--- src/rtl/u712_chip_cycle_sequencer.sv ---
// rtl/u712_chip_cycle_sequencer.sv - 68040 to 16-bit chipset cycle splitter/terminator
// Splits each CPU transfer into one or two chipset word cycles and returns TA/TEA/TBI.
module u712_chip_cycle_sequencer #(
  parameter int SETUP_CLKS  = 1,
  parameter int ACK_TIMEOUT = 255
) (
  input  logic       CLK40,
  input  logic       RESETn,
  input  logic       TSn,
  input  logic       CHIP_SEL,
  input  logic       RnW,
  input  logic [1:0] A_IN,
  input  logic [1:0] SIZ_IN,
  input  logic       CHIP_ACKn,
  output logic       CHIP_CYCLE,
  output logic [1:0] A_OUT,
  output logic [1:0] SIZ_OUT,
  output logic       RnW_OUT,
  output logic       DS_EN,
  output logic       WORD_SEL,
  output logic       RD_LATCH,
  output logic       TAn,
  output logic       TEAn,
  output logic       TBIn
);

  typedef enum logic [2:0] {
    S_IDLE, S_SETUP, S_STROBE, S_RECOVER, S_TERM, S_ERROR
  } state_t;

  localparam logic [2:0] SETUP_LAST = 3'(SETUP_CLKS - 1);
  localparam logic [7:0] TO_LAST    = 8'(ACK_TIMEOUT - 1);

  state_t     state_q, state_d;
  logic [1:0] a_q, a_d;
  logic [1:0] siz_q, siz_d;
  logic [1:0] siz_lat_q, siz_lat_d;
  logic       rnw_q, rnw_d;
  logic       ws_q, ws_d;
  logic       second_q, second_d;
  logic [2:0] setup_cnt_q, setup_cnt_d;
  logic [7:0] to_cnt_q, to_cnt_d;

  always_ff @(posedge CLK40 or negedge RESETn) begin
    if (!RESETn) begin
      state_q     <= S_IDLE;
      a_q         <= 2'b00;
      siz_q       <= 2'b00;
      siz_lat_q   <= 2'b00;
      rnw_q       <= 1'b1;
      ws_q        <= 1'b0;
      second_q    <= 1'b0;
      setup_cnt_q <= 3'd0;
      to_cnt_q    <= 8'd0;
    end else begin
      state_q     <= state_d;
      a_q         <= a_d;
      siz_q       <= siz_d;
      siz_lat_q   <= siz_lat_d;
      rnw_q       <= rnw_d;
      ws_q        <= ws_d;
      second_q    <= second_d;
      setup_cnt_q <= setup_cnt_d;
      to_cnt_q    <= to_cnt_d;
    end
  end

  always_comb begin
    state_d     = state_q;
    a_d         = a_q;
    siz_d       = siz_q;
    siz_lat_d   = siz_lat_q;
    rnw_d       = rnw_q;
    ws_d        = ws_q;
    second_d    = second_q;
    setup_cnt_d = setup_cnt_q;
    to_cnt_d    = to_cnt_q;
    CHIP_CYCLE  = 1'b0;
    DS_EN       = 1'b0;
    RD_LATCH    = 1'b0;
    TAn         = 1'b1;
    TEAn        = 1'b1;
    TBIn        = 1'b1;

    case (state_q)
      S_IDLE: begin
        if (!TSn && CHIP_SEL) begin
          rnw_d       = RnW;
          siz_lat_d   = SIZ_IN;
          setup_cnt_d = 3'd0;
          to_cnt_d    = 8'd0;
          state_d     = S_SETUP;
          case (SIZ_IN)
            2'b01: begin a_d = A_IN;  siz_d = 2'b01; ws_d = A_IN[1]; second_d = 1'b0; end
            2'b10: begin a_d = A_IN;  siz_d = 2'b10; ws_d = A_IN[1]; second_d = 1'b0; end
            // Long and line both become upper word then lower word.
            default: begin a_d = 2'b00; siz_d = 2'b10; ws_d = 1'b0; second_d = 1'b1; end
          endcase
        end
      end
      S_SETUP: begin
        CHIP_CYCLE = 1'b1;
        if (setup_cnt_q == SETUP_LAST) begin
          setup_cnt_d = 3'd0;
          state_d     = S_STROBE;
        end else begin
          setup_cnt_d = setup_cnt_q + 3'd1;
        end
      end
      S_STROBE: begin
        CHIP_CYCLE = 1'b1;
        DS_EN      = 1'b1;
        to_cnt_d   = to_cnt_q + 8'd1;
        // Acknowledge is tested first so it wins on the timeout clock.
        if (!CHIP_ACKn)              state_d = S_RECOVER;
        else if (to_cnt_q == TO_LAST) state_d = S_ERROR;
      end
      S_RECOVER: begin
        CHIP_CYCLE = 1'b1;
        RD_LATCH   = rnw_q;
        to_cnt_d   = 8'd0;
        if (second_q) begin
          a_d      = 2'b10;
          ws_d     = 1'b1;
          second_d = 1'b0;
          state_d  = S_SETUP;
        end else begin
          state_d  = S_TERM;
        end
      end
      S_TERM: begin
        CHIP_CYCLE = 1'b1;
        TAn        = 1'b0;
        TBIn       = (siz_lat_q != 2'b11);
        state_d    = S_IDLE;
      end
      S_ERROR: begin
        CHIP_CYCLE = 1'b1;
        TEAn       = 1'b0;
        second_d   = 1'b0;
        to_cnt_d   = 8'd0;
        state_d    = S_IDLE;
      end
      default: state_d = S_IDLE;
    endcase
  end

  assign A_OUT    = a_q;
  assign SIZ_OUT  = siz_q;
  assign RnW_OUT  = rnw_q;
  assign WORD_SEL = ws_q;

endmodule

--- config.mk ---
export PLATFORM = sky130hd
export DESIGN_NAME = u712_chip_cycle_sequencer
export DESIGN_NICKNAME = d
export VERILOG_FILES = /design/src/rtl/u712_chip_cycle_sequencer.sv
export SDC_FILE = /design/constraint.sdc
export NUM_CORES = 1
export LEC_CHECK = 0
export ABC_AREA = 1
export ABC_CLOCK_PERIOD_IN_PS = 2400
export BUFFER_PORTS_ARGS = -buffer_cell sky130_fd_sc_hd__buf_2
export CORE_AREA = 4 4 53 55
export DETAILED_ROUTE_END_ITERATION = 6
export DIE_AREA = 0 0 57 59
export PLACE_DENSITY = 0.9
export SLEW_MARGIN = 20
export SYNTH_ARGS = -nofsm -noshare
export SYNTH_HDL_FRONTEND = slang
export SYNTH_SLANG_ARGS = --single-unit
--- constraint.sdc ---
create_clock -name CLK40 -period 2.4 [get_ports CLK40]
set_input_delay 0 -clock CLK40 [delete_from_list [all_inputs] [get_ports CLK40]]
set_output_delay 0 -clock CLK40 [all_outputs]
set_load 0.02 [all_outputs]
Yosys cells after proc, flatten, opt, wreduce, memory -nomap -nowiden --
Index checks and enable logic that the tools add are counted.
Operators by class: reductions and logical operators 17, eq/ne operators 13, add/sub/neg operators 2, multiplexer cells 29
Operators with widths (number):
- $pmux 8 s3 | 1
- $mux 3 | 7
- $pmux 3 s4 | 1
- $mux 1 | 11
- $add 8x1->8 const B | 1
- $eq 8x8->1 const B | 1
- $mux 2 | 4
- $mux 8 | 1
- $ne 2x2->1 const B | 4
- $reduce_and 2->1 | 4
- $eq 3x2->1 const B | 2
- $eq 3x3->1 const B | 2
- $logic_not 3->1 | 2
- $pmux 3 s2 | 1
- $reduce_and 3->1 | 2
- $reduce_bool 2->1 | 3
- $reduce_or 5->1 | 1
- $pmux 1 s2 | 2
- $pmux 2 s2 | 1
- $reduce_or 2->1 | 2
- $add 3x1->3 const B | 1
- $eq 3x1->1 const B | 1
- $ne 3x3->1 const B | 1
- $reduce_bool 3->1 | 1
- other kinds (4) | 4
Word-level totals: output and inout port bits 12, register bits after elaboration 23, word-level logic and storage cells 70

Depth between registers and ports, before layout --
Gate-level depths: netlist (run 1).
word-level depth 5, gate-level depth with buffers 8, gate-level depth less buffers 8

Least setup slack after synthesis (run 1) --
OpenSTA, ideal clock, no wires.
kind register to register, from register state_q[1], to register state_q[0], data required time 2281 ps, clock period less this slack 1377 ps, slack 1023 ps, cell stages (with the launch flop) 8, arrival 1257 ps, buffers on the path 0, path through dfrtp_1 -> inv_2 -> ha_1 -> or2_2 -> nand2_1 -> nor2_1 -> nand3_1 -> nand2_1
On the way: longest elaborated chain between the ends 3, elaborated cells between the ends (all ways) 9, those cells by class 6 x eq/ne; 1 x mux; 2 x reduce/logical
Ends and longest elaborated chain:
- from (decl) | line 34 | state_t state_q, state_d;
- from (signal assigned) | line 56 | state_q <= state_d;
- $eq 3x2->1 (tied with other cells) | line 85 | case (state_q)
- $ne 3x3->1 (no line) or $ne 2x2->1 (tied branches)
- $reduce_and 3->1 (no line)
Parallel ways exist; a longest one is shown, timed or not. A chain may end at the register's enable or synchronous reset.

Worst setup path after layout (run 1) --
from register state_q[1], to output CHIP_CYCLE
On the way: longest elaborated chain between the ends 3, elaborated cells between the ends (all ways) 7, those cells by class 5 x eq/ne; 1 x mux; 1 x reduce/logical
Ends and longest elaborated chain:
- $eq 3x2->1 (tied with other cells) | line 85
- $reduce_or 5->1 (no line) *
- $mux 1 * | line 85
- to (decl) | line 15 | output logic CHIP_CYCLE,
Mark *: on every way between the ends. The rest lies on a longest branch, timed or not.

==> flow_metrics.env, run 1 <==
export IMPL_netlist_area_leader_share=0.388
export IMPL_ys_seq_area_frac=0.408
export IMPL_grt_pass1_wl_um=5030
export IMPL_vias=1217
export IMPL_areaGrowthSynthToFinish_pct=14.8
export IMPL_post_cts_setup_buffers=0
export IMPL_ys_seq_elements=22
export IMPL_powerDensity_nw_per_um2=935
export IMPL_die_h_um=59
export IMPL_rr_endpoint="state_q[0]"
export IMPL_ys_warn_count=0
export IMPL_finish_utilization=0.651
export IMPL_yosysMostFrequentCell="nand2_1"
export IMPL_crit_end="CHIP_CYCLE"
export IMPL_num_fill_cells=210
export IMPL_htree_levels=1
export IMPL_crit_type="reg2out"
export IMPL_hold_viol=0
export IMPL_crit_path_start="state_q[1]"
export IMPL_synth_edf_count=0
export IMPL_clkPwrFrac=0.147
export IMPL_syn_num_nets=190
export IMPL_relSlewSlack=0.669
export IMPL_final_max_slew_viol_count=0
export IMPL_p_leak_nw=0.861
export IMPL_clk_pin_slew_ns=0.13
export IMPL_clk_path_buf_depth=2
export IMPL_start_util=0.567
export IMPL_first_global_vias=1138
export IMPL_clockRootBuffer="clkbuf_4"
export IMPL_period_share=0.709
export IMPL_finalCriticalPeriod_ns=1.70
export IMPL_overflow=0
export IMPL_async_flop_share=1.00
export IMPL_grtUsageTotal=0.196
export IMPL_std_cell_rows=18
export IMPL_cp_end_kind="primary output"
export IMPL_tritoncts="built"
export IMPL_irDropWorstVdd_uv=710
export IMPL_route_detailed_drc=0
export IMPL_synth_top_family_by_area="simple AND/OR/NAND/NOR gates"
export IMPL_synth_largest_area_cell="dfrtp_1"
export IMPL_fin_total_pwr_w=0.00145
export IMPL_p_comb_frac=0.456
export IMPL_synth_commonest_cells="nand2_1, dfrtp_1, inv_1, nand3_1, nor2_1"
export IMPL_seqPwrFrac=0.398
export IMPL_worstPathMaxFanout=8
export IMPL_setup_ws_ns=0.699
export IMPL_grt_start_max_net_pins=23
export IMPL_synthCells=173
export IMPL_wl_um=3080
export IMPL_p_int_w=0.000782
export IMPL_rsz0062_at_grt="no"
export IMPL_syn_avg_cell_area_sq_um=7.83
export IMPL_synthAdderAreaFrac=0.0647
export IMPL_antenna_found_initial=0
export IMPL_switchingPower_w=0.000670
export IMPL_design_core_area_sq_um=2390
export IMPL_clock_skew_ns=0.00766
export IMPL_synth_area_leaders="dfrtp_1, nand2_1, nand3_1"
export IMPL_synth_xor_xnor_area_share=0.00647
export IMPL_syn_cell_area_sq_um=1350
export IMPL_drt_iter0_drc=69
export IMPL_synth_mux_area_frac=0
export IMPL_globalplace_congestion=0.858
export IMPL_switching_share=0.461
export IMPL_clock_latency_ns=0.32
export IMPL_drtPass1Iterations=4
export IMPL_r2r_cells=7
export IMPL_start_kind="flop"
export IMPL_pre_cts_ws_ns=0.917
export IMPL_dp_hpwl_um=2270
export IMPL_via_per_inst=5.29
export IMPL_synth_cell_type_count=29
export IMPL_die_x_um=57
export IMPL_dieArea_sq_um=3360
export IMPL_cap_violations=0
export IMPL_wire_per_inst_um=13.4
export IMPL_antenna_cells=0
export IMPL_ios=22
export IMPL_drive_gt1_frac=0.240
export IMPL_hold_class="in2reg"
export IMPL_clock_fmax_mhz=588
export IMPL_synthSimpleGateAreaFrac=0.357
export IMPL_clkSinkCount=22
export IMPL_synth_compound_area_frac=0.0804
export IMPL_nets=218
export IMPL_status="finished clean"
export IMPL_antenna_left=0
export IMPL_setup_tns_ns=0
export IMPL_portBuffers=21
export IMPL_reg2reg_from="state_q[1]"
export IMPL_cts_inserted_buffers=3
export IMPL_finalSetupViolations=0
export IMPL_whs_ns=0.00476
export IMPL_ys_flop_type="dfrtp_1"
export IMPL_worst_pin_slew_ns=0.497
export IMPL_critical_path_required_ns=2.40
export IMPL_worst_ep_arrival_time_ns=1.70
export IMPL_timing_reg2reg_setup_slack_ns=0.86
## power groups by stage
stage	logic (W)	clock network [W]	registers, W
after floorplan	0.000443	0	0.000606
after detailed placement	0.000655	0	0.000579
after global placement	0.000630	0	0.000571
after global routing	0.000732	0.000233	0.000589
after CTS	0.000663	0.000214	0.000574
final	0.000662	0.000213	0.000578
## routing by layer
metal / wire [um] / share of wire / track usage
met3: 114 / 0.037 / 0.0261
met1: 1260 / 0.41 / 0.229
met4: 78 / 0.025 / 0.103
met2: 1630 / 0.53 / 0.349
met5: 0 / 0 / 0
## final cells by class
class | count | area, sq um | area share
well taps | 30 | 37.5 | 0.0242
repair buffers | 25 | 145 | 0.0934
multi-input cells | 124 | 688 | 0.443
flip-flops and latches | 22 | 552 | 0.355
inverters | 25 | 95.1 | 0.0612
clock buffers | 4 | 36.3 | 0.0233
## worst min path at each step
stage,startpoint,to,slack [ns],depth (start not counted)
after floorplan,RESETn,A_OUT[0],-0.30,0
after global placement,RESETn,to_cnt_q[4],-0.009,1
after detailed placement,RESETn,to_cnt_q[4],-0.005,1
after CTS,A_IN[1],WORD_SEL,0.008,5
after global routing,A_IN[0],A_OUT[0],0.02,5
final,A_IN[1],WORD_SEL,0.005,5
## sequential cells by signal, indices dropped and copies added (netlist names)
register and flops:
RnW_OUT 1, WORD_SEL 1, siz_lat_q 2, to_cnt_q 8, A_OUT 1, second_q 1, setup_cnt_q 3, state_q 3
SIZ_OUT 2
## through the flow
step	instances	cell area [sq um]
global route	230	1550
CTS	230	1550
detailed placement	222	1480
finish	230	1550
floorplan	173	1350
global placement	222	1480
## cell usage in the layout, fill, tap and decap left out, drive strengths merged
master       count
nand3           21
inv             24
nand4            3
o21a             1
dfrtp           21
a21oi            1
buf             21
nand2           55
dlygate4sd3      4
or2              3
dfstp            1
ha               7
nand3b           2
clkinv           1
o21ai           14
nor2            15
o21bai           1
xor2             1
clkbuf           4
## cells by family (layout without fill, tap and decap cells)
| family | count (synthesis) | count (layout) |
|---|---|---|
| compound gates | 17 | 17 |
| fa+ha+maj | 7 | 7 |
| simple gates | 99 | 99 |
| xor+xnor | 1 | 1 |
| flops | 22 | 22 |
| buf+inv | 27 | 54 |
## worst max-delay path, cell delays in order, from the launching register on
cell     delay (ns)
dfrtp_1        0.59
inv_2          0.11
ha_1           0.29
or2_1          0.23
buf_2          0.16
## repair_timing
item,in CTS,in global routing
hold endpoints to repair,25,0
gates resized for setup,0,0
hold buffers,4,0
(Power assumes the default switching activity.)
==> inputs of run 2 (changes only) <==
- ABC_CLOCK_PERIOD_IN_PS: 2400 -> 1600
- CORE_AREA: 4 4 53 55 -> 4 4 55 57
- DIE_AREA: 0 0 57 59 -> 0 0 59 61
- PLACE_DENSITY: 0.9 -> 0.85
- clock period: 2.4 -> 1.6 ns (I/O delays scaled with it)
==> run 2 against run 1 <==
Utilization about the same. Combinational power up 63%. Sequential share of layout area down 1.1 points. Clock power up 42%. Total power up 54%. Non-clock buffer count up 6. Via count up 0.82%. Global-route usage down 2.2 points. Register-to-register slack worse by 0.74 ns.
==> flow_metrics.env, run 2 (synthesized netlist as in run 1, its figures left out) <==
export IMPL_start_kind="flop"
export IMPL_via_per_inst=5.18
export IMPL_dp_hpwl_um=2160
export IMPL_clockRootBuffer="clkbuf_4"
export IMPL_cap_violations=0
export IMPL_vias=1227
export IMPL_clock_latency_ns=0.30
export IMPL_cp_end_kind="primary output"
export IMPL_route_detailed_drc=0
export IMPL_final_common_cell="nand2_1"
export IMPL_first_global_vias=1066
export IMPL_hold_viol=0
export IMPL_finalCriticalPeriod_ns=1.51
export IMPL_nets=225
export IMPL_worstPathMaxFanout=6
export IMPL_worst_pin_slew_ns=0.491
export IMPL_worst_ep_arrival_time_ns=1.51
export IMPL_critical_path_required_ns=1.60
export IMPL_clkSinkCount=22
export IMPL_die_x_um=59
export IMPL_ios=22
export IMPL_clock_fmax_mhz=663
export IMPL_most_common_layout_cells="nand2_1, buf_2, inv_1, nand3_1, dfrtp_1"
export IMPL_clock_skew_ns=0.00375
export IMPL_areaGrowthSynthToFinish_pct=19.1
export IMPL_p_leak_nw=0.887
export IMPL_drtPass1Iterations=5
export IMPL_globalplace_congestion=0.883
export IMPL_rsz0062_at_grt="no"
export IMPL_setup_tns_ns=0
export IMPL_largestRegisters="to_cnt_q (8), setup_cnt_q (3), state_q (3)"
export IMPL_grt_pass1_wl_um=4690
export IMPL_wl_um=3180
export IMPL_largest_reg_flops=8
export IMPL_powerDensity_nw_per_um2=1380
export IMPL_die_h_um=61
export IMPL_finish_utilization=0.651
export IMPL_std_cell_rows=18
export IMPL_overflow=0
export IMPL_regMostFlops="to_cnt_q"
export IMPL_drt_iter0_drc=74
export IMPL_relSlewSlack=0.673
export IMPL_clk_pin_slew_ns=0.12
export IMPL_crit_type="reg2out"
export IMPL_clk_path_buf_depth=2
export IMPL_hold_class="in2reg"
export IMPL_wire_per_inst_um=13.4
export IMPL_antenna_found_initial=0
export IMPL_portBuffers=21
export IMPL_cts_inserted_buffers=3
export IMPL_fin_area_sq_um=1610
export IMPL_design_core_area_sq_um=2480
export IMPL_finalSetupViolations=0
export IMPL_antenna_cells=0
export IMPL_final_max_slew_viol_count=0
export IMPL_htree_levels=1
export IMPL_grt_start_max_net_pins=23
export IMPL_dieArea_sq_um=3600
export IMPL_grtUsageTotal=0.174
export IMPL_status="finished clean"
export IMPL_irDropWorstVdd_uv=1240
export IMPL_drive_gt1_frac=0.280
export IMPL_period_share=0.942
export IMPL_start_util=0.546
export IMPL_placed_area_sq_um=1480
export IMPL_antenna_left=0
export IMPL_tritoncts="built"
run 2: changes by cell type in the layout (fill, tap and decap cells not counted), sizes merged:
cell	before	now
buf	21	27
clkinv	1	3
inv	24	23
run 2: metrics by stage:
| step | std cells | hold WS (ns) | power, W | setup slack [ns] |
|---|---|---|---|---|
| 2_1_floorplan | 173 | -0.296 | 0.00157 | 0.223 |
| 3_3_place_gp | 222 | -0.0129 | 0.00181 | 0.165 |
| 3_5_place_dp | 222 | -0.00951 | 0.00184 | 0.121 |
| 4_1_cts | 230 | 0.0145 | 0.00216 | 0.00392 |
| 5_1_grt | 237 | 0.0322 | 0.00240 | 0.00389 |
| 6_report | 237 | 0.0250 | 0.00223 | 0.0927 |
run 2: power by group:
group | switching, W | total, W | internal, W
logic | 0.000704 | 0.00108 | 0.000372
registers | 0.000143 | 0.000855 | 0.000712
clock network | 0.000163 | 0.000302 | 0.000139
run 2: worst paths after layout:
path                       startpoint          end  slack, ns  cells past startpoint
min in group asynchronous      RESETn  to_cnt_q[5]       0.17                      2
min reg2reg                  A_OUT[0]     A_OUT[0]       0.50                      2
max                        state_q[2]   CHIP_CYCLE       0.09                      4
max reg2reg                state_q[1]      RnW_OUT       0.12                      6
min                           A_IN[0]     A_OUT[0]       0.02                      5
max in group asynchronous      RESETn   state_q[0]       1.07                      2
run 2: critical path, cell delays in order (launching register included):
cell and delay, ns:
dfrtp_2 0.46, clkinv_4 0.09, ha_1 0.27, or2_1 0.22, buf_2 0.16
run 2: final cells by class:
class	count	area [sq um]
fill	200	865
multi-input combinational	124	688
sequential	22	556
timing repair buffer	31	190
inverter	25	100
tap	30	37.5
clock buffer	4	36.3
timing repair inverter	1	5.00
run 2: timing repair:
| action | CTS | global route |
|---|---|---|
| gates resized for setup | 2 | 4 |
| hold buffers | 4 | 0 |
| pin swaps | 0 | 0 |
| setup endpoints to repair | 1 | 1 |
| cloned | 0 | 1 |
| hold endpoints to repair | 25 | 0 |
| buffers inserted | 0 | 6 |
run 2: layer usage:
layer / share of wire / global-route usage / up-vias
li1: - / - / 621
met1: 0.43 / 0.227 / 554
met2: 0.49 / 0.290 / 39
met3: 0.044 / 0.0277 / 13
met4: 0.036 / 0.0680 / 0
met5: 0 / 0 / -
==> inputs of run 3 (changes only) <==
- ABC_AREA: 1 -> not set
- CORE_AREA: 4 4 55 57 -> 4 4 53 55
- DIE_AREA: 0 0 59 61 -> 0 0 57 59
- PLACE_DENSITY: 0.85 -> 0.84
==> run 3 against run 2 <==
Via count fell by 14%. Sequential power is 9.6% higher. First-iteration DRC count down 61%. Combinational power up 4%. Non-clock buffer count is 3 higher. Cell count decreased by 17%. Critical path type is now reg2reg.
==> flow_metrics.env, run 3 <==
export IMPL_status="finished clean"
export IMPL_period_share=0.959
export IMPL_largestRegisters="to_cnt_q (8), setup_cnt_q (3), state_q (3)"
export IMPL_hold_viol=0
export IMPL_wl_um=2480
export IMPL_critical_path_required_ns=1.84
export IMPL_synth_largest_area_cell="dfrtp_1"
export IMPL_largest_reg_flops=8
export IMPL_portBuffers=21
export IMPL_clockRootBuffer="clkbuf_4"
export IMPL_syn_num_nets=151
export IMPL_antenna_left=0
export IMPL_htree_levels=1
export IMPL_syn_avg_cell_area_sq_um=9.06
export IMPL_reg2reg_from="state_q[0]"
export IMPL_clock_fmax_mhz=652
export IMPL_final_max_slew_viol_count=0
export IMPL_antenna_found_initial=0
export IMPL_cap_violations=0
export IMPL_nets=185
export IMPL_worst_pin_slew_ns=0.502
export IMPL_dr_wl_met2_um=1270
export IMPL_dp_hpwl_um=1830
export IMPL_cts_inserted_buffers=3
export IMPL_crit_type="reg2reg"
export IMPL_overflow=0
export IMPL_wirelength_met1_um=1090
export IMPL_relSlewSlack=0.665
export IMPL_clk_path_buf_depth=2
export IMPL_clock_skew_ns=0.0143
export IMPL_ys_seq_elements=22
export IMPL_p_leak_nw=0.718
export IMPL_multi_input_area_sq_um=604
export IMPL_route_detailed_drc=0
export IMPL_via_per_inst=5.33
export IMPL_num_fill_cells=207
export IMPL_clock_latency_ns=0.31
export IMPL_drive_gt1_frac=0.299
export IMPL_die_h_um=59
export IMPL_yosysMostFrequentCell="dfrtp_1"
export IMPL_hold_start="CHIP_ACKn"
export IMPL_syn_cell_area_sq_um=1210
export IMPL_design_core_area_sq_um=2390
export IMPL_antenna_cells=0
export IMPL_drtPass1Iterations=4
export IMPL_die_x_um=57
export IMPL_synth_commonest_cells="dfrtp_1, nand2_1, nand3_1, nor2_1, inv_1"
export IMPL_powerDensity_nw_per_um2=1630
export IMPL_regMostFlops="to_cnt_q"
export IMPL_areaGrowthSynthToFinish_pct=25.9
export IMPL_worstPathMaxFanout=6
export IMPL_wl_met3_um=104
export IMPL_cp_end_kind="flop"
export IMPL_start_util=0.508
export IMPL_start_kind="flop"
export IMPL_finalSetupViolations=0
export IMPL_synthCells=134
export IMPL_netlist_area_leader_share=0.433
export IMPL_first_global_vias=1046
export IMPL_dieArea_sq_um=3360
export IMPL_setup_tns_ns=0
export IMPL_vias=1050
export IMPL_synth_edf_count=0
export IMPL_std_cell_rows=18
export IMPL_top_layer_used="met4"
export IMPL_synth_cell_type_count=33
export IMPL_crit_path_start="state_q[0]"
export IMPL_most_common_layout_cells="buf_2, dfrtp_1, nor2_1, nand2_1, nand3_1"
export IMPL_grt_start_max_net_pins=23
export IMPL_drt_iter0_drc=29
export IMPL_finalCriticalPeriod_ns=1.53
export IMPL_pre_cts_ws_ns=0.00183
export IMPL_async_flop_share=1.00
export IMPL_clk_pin_slew_ns=0.13
export IMPL_rsz0062_at_grt="no"
export IMPL_ys_seq_area_frac=0.455
export IMPL_wire_per_inst_um=12.6
export IMPL_regArea_sq_um=556
export IMPL_setup_ws_ns=0.0660
export IMPL_final_common_cell="buf_2"
export IMPL_worst_ep_arrival_time_ns=1.78
export IMPL_globalplace_congestion=0.887
export IMPL_ys_warn_count=0
export IMPL_tritoncts="built"
export IMPL_ios=22
export IMPL_grtUsageTotal=0.161
export IMPL_ys_flop_type="dfrtp_1"
export IMPL_grt_pass1_wl_um=4230
export IMPL_irDropWorstVdd_uv=985
export IMPL_synth_area_leaders="dfrtp_1, ha_1, nand3_1"
export IMPL_hold_class="in2reg"
export IMPL_clkSinkCount=22
run 3: cell count changes in the layout (fill, tap and decap cells not counted), moves of 3 or more:
cell / previous run / this run
a21oi_1: 1 / 5
o21ai_1: 3 / 0
o21ai_0: 6 / 10
inv_1: 19 / 11
inv_2: 4 / 0
a31oi_1: 0 / 4
nand2_1: 52 / 13
mux2_2: 0 / 4
o21ai_2: 5 / 1
nand3_1: 19 / 13
run 3: final timing paths:
path / end / slack [ns] / cells past startpoint
min in group asynchronous: SIZ_OUT[0] / 0.17 / 2
max in group asynchronous: state_q[2] / 1.05 / 2
worst max register to register: to_cnt_q[5] / 0.07 / 3
worst min register to register: to_cnt_q[7] / 0.50 / 1
worst min-delay path: state_q[2] / 0.009 / 3
worst max-delay path: to_cnt_q[5] / 0.07 / 3
run 3: critical path, cell delays in order (launching register included):
cell and delay (ns):
dfrtp_2 0.46, or3b_4 0.44, or4_1 0.48, nand3_1 0.09
run 3: cell type report:
cell class / count / share of cell area
Multi-Input combinational cell: 94 / 0.396
Sequential cell: 22 / 0.364
Timing Repair Buffer: 34 / 0.147
Inverter: 13 / 0.0344
Tap cell: 30 / 0.0246
Clock inverter: 1 / 0.0197
Clock buffer: 3 / 0.0147
run 3: power breakdown:
group          internal (W)  total, W  leakage, nW  switching [W]
sequential         0.000765  0.000937        0.282       0.000172
combinational      0.000506   0.00112        0.408       0.000618
clock              0.000253  0.000426       0.0279       0.000173
total               0.00152   0.00249        0.718       0.000963
run 3: cells by family after synthesis:
logic type	synth area share
adders and majority gates	0.0722
and+or+nand+nor	0.211
AOI/OAI and AO/OA	0.144
DFF	0.455
buffers and inverters	0.0722
muxes	0.0454
run 3: metal layers:
layer	track usage	vias up
li1	-	532
met5	0	-
met2	0.289	19
met1	0.177	497
met3	0.0370	2
met4	0.0828	0
run 3: timing repair:
action                                  in CTS  in global routing
endpoints found under the setup margin       4                  7
cloned                                       0                  0
hold endpoints to repair                    26                  0
resized for setup                            4                 12
hold buffers                                 5                  0
buffers inserted                             1                  0
run 3: metrics by stage:
stage | hold slack [ns] | cell area, sq um | power [W] | std cells | utilization
after floorplan | -0.296 | 1220 | 0.00165 | 134 | -
after global placement | -0.0123 | 1370 | 0.00190 | 187 | 0.574
after detailed placement | -0.00439 | 1370 | 0.00195 | 187 | 0.574
after CTS | 0.00908 | 1480 | 0.00241 | 197 | 0.621
after global routing | 0.00729 | 1530 | 0.00269 | 197 | 0.640
final | 0.00934 | 1530 | 0.00249 | 197 | 0.640
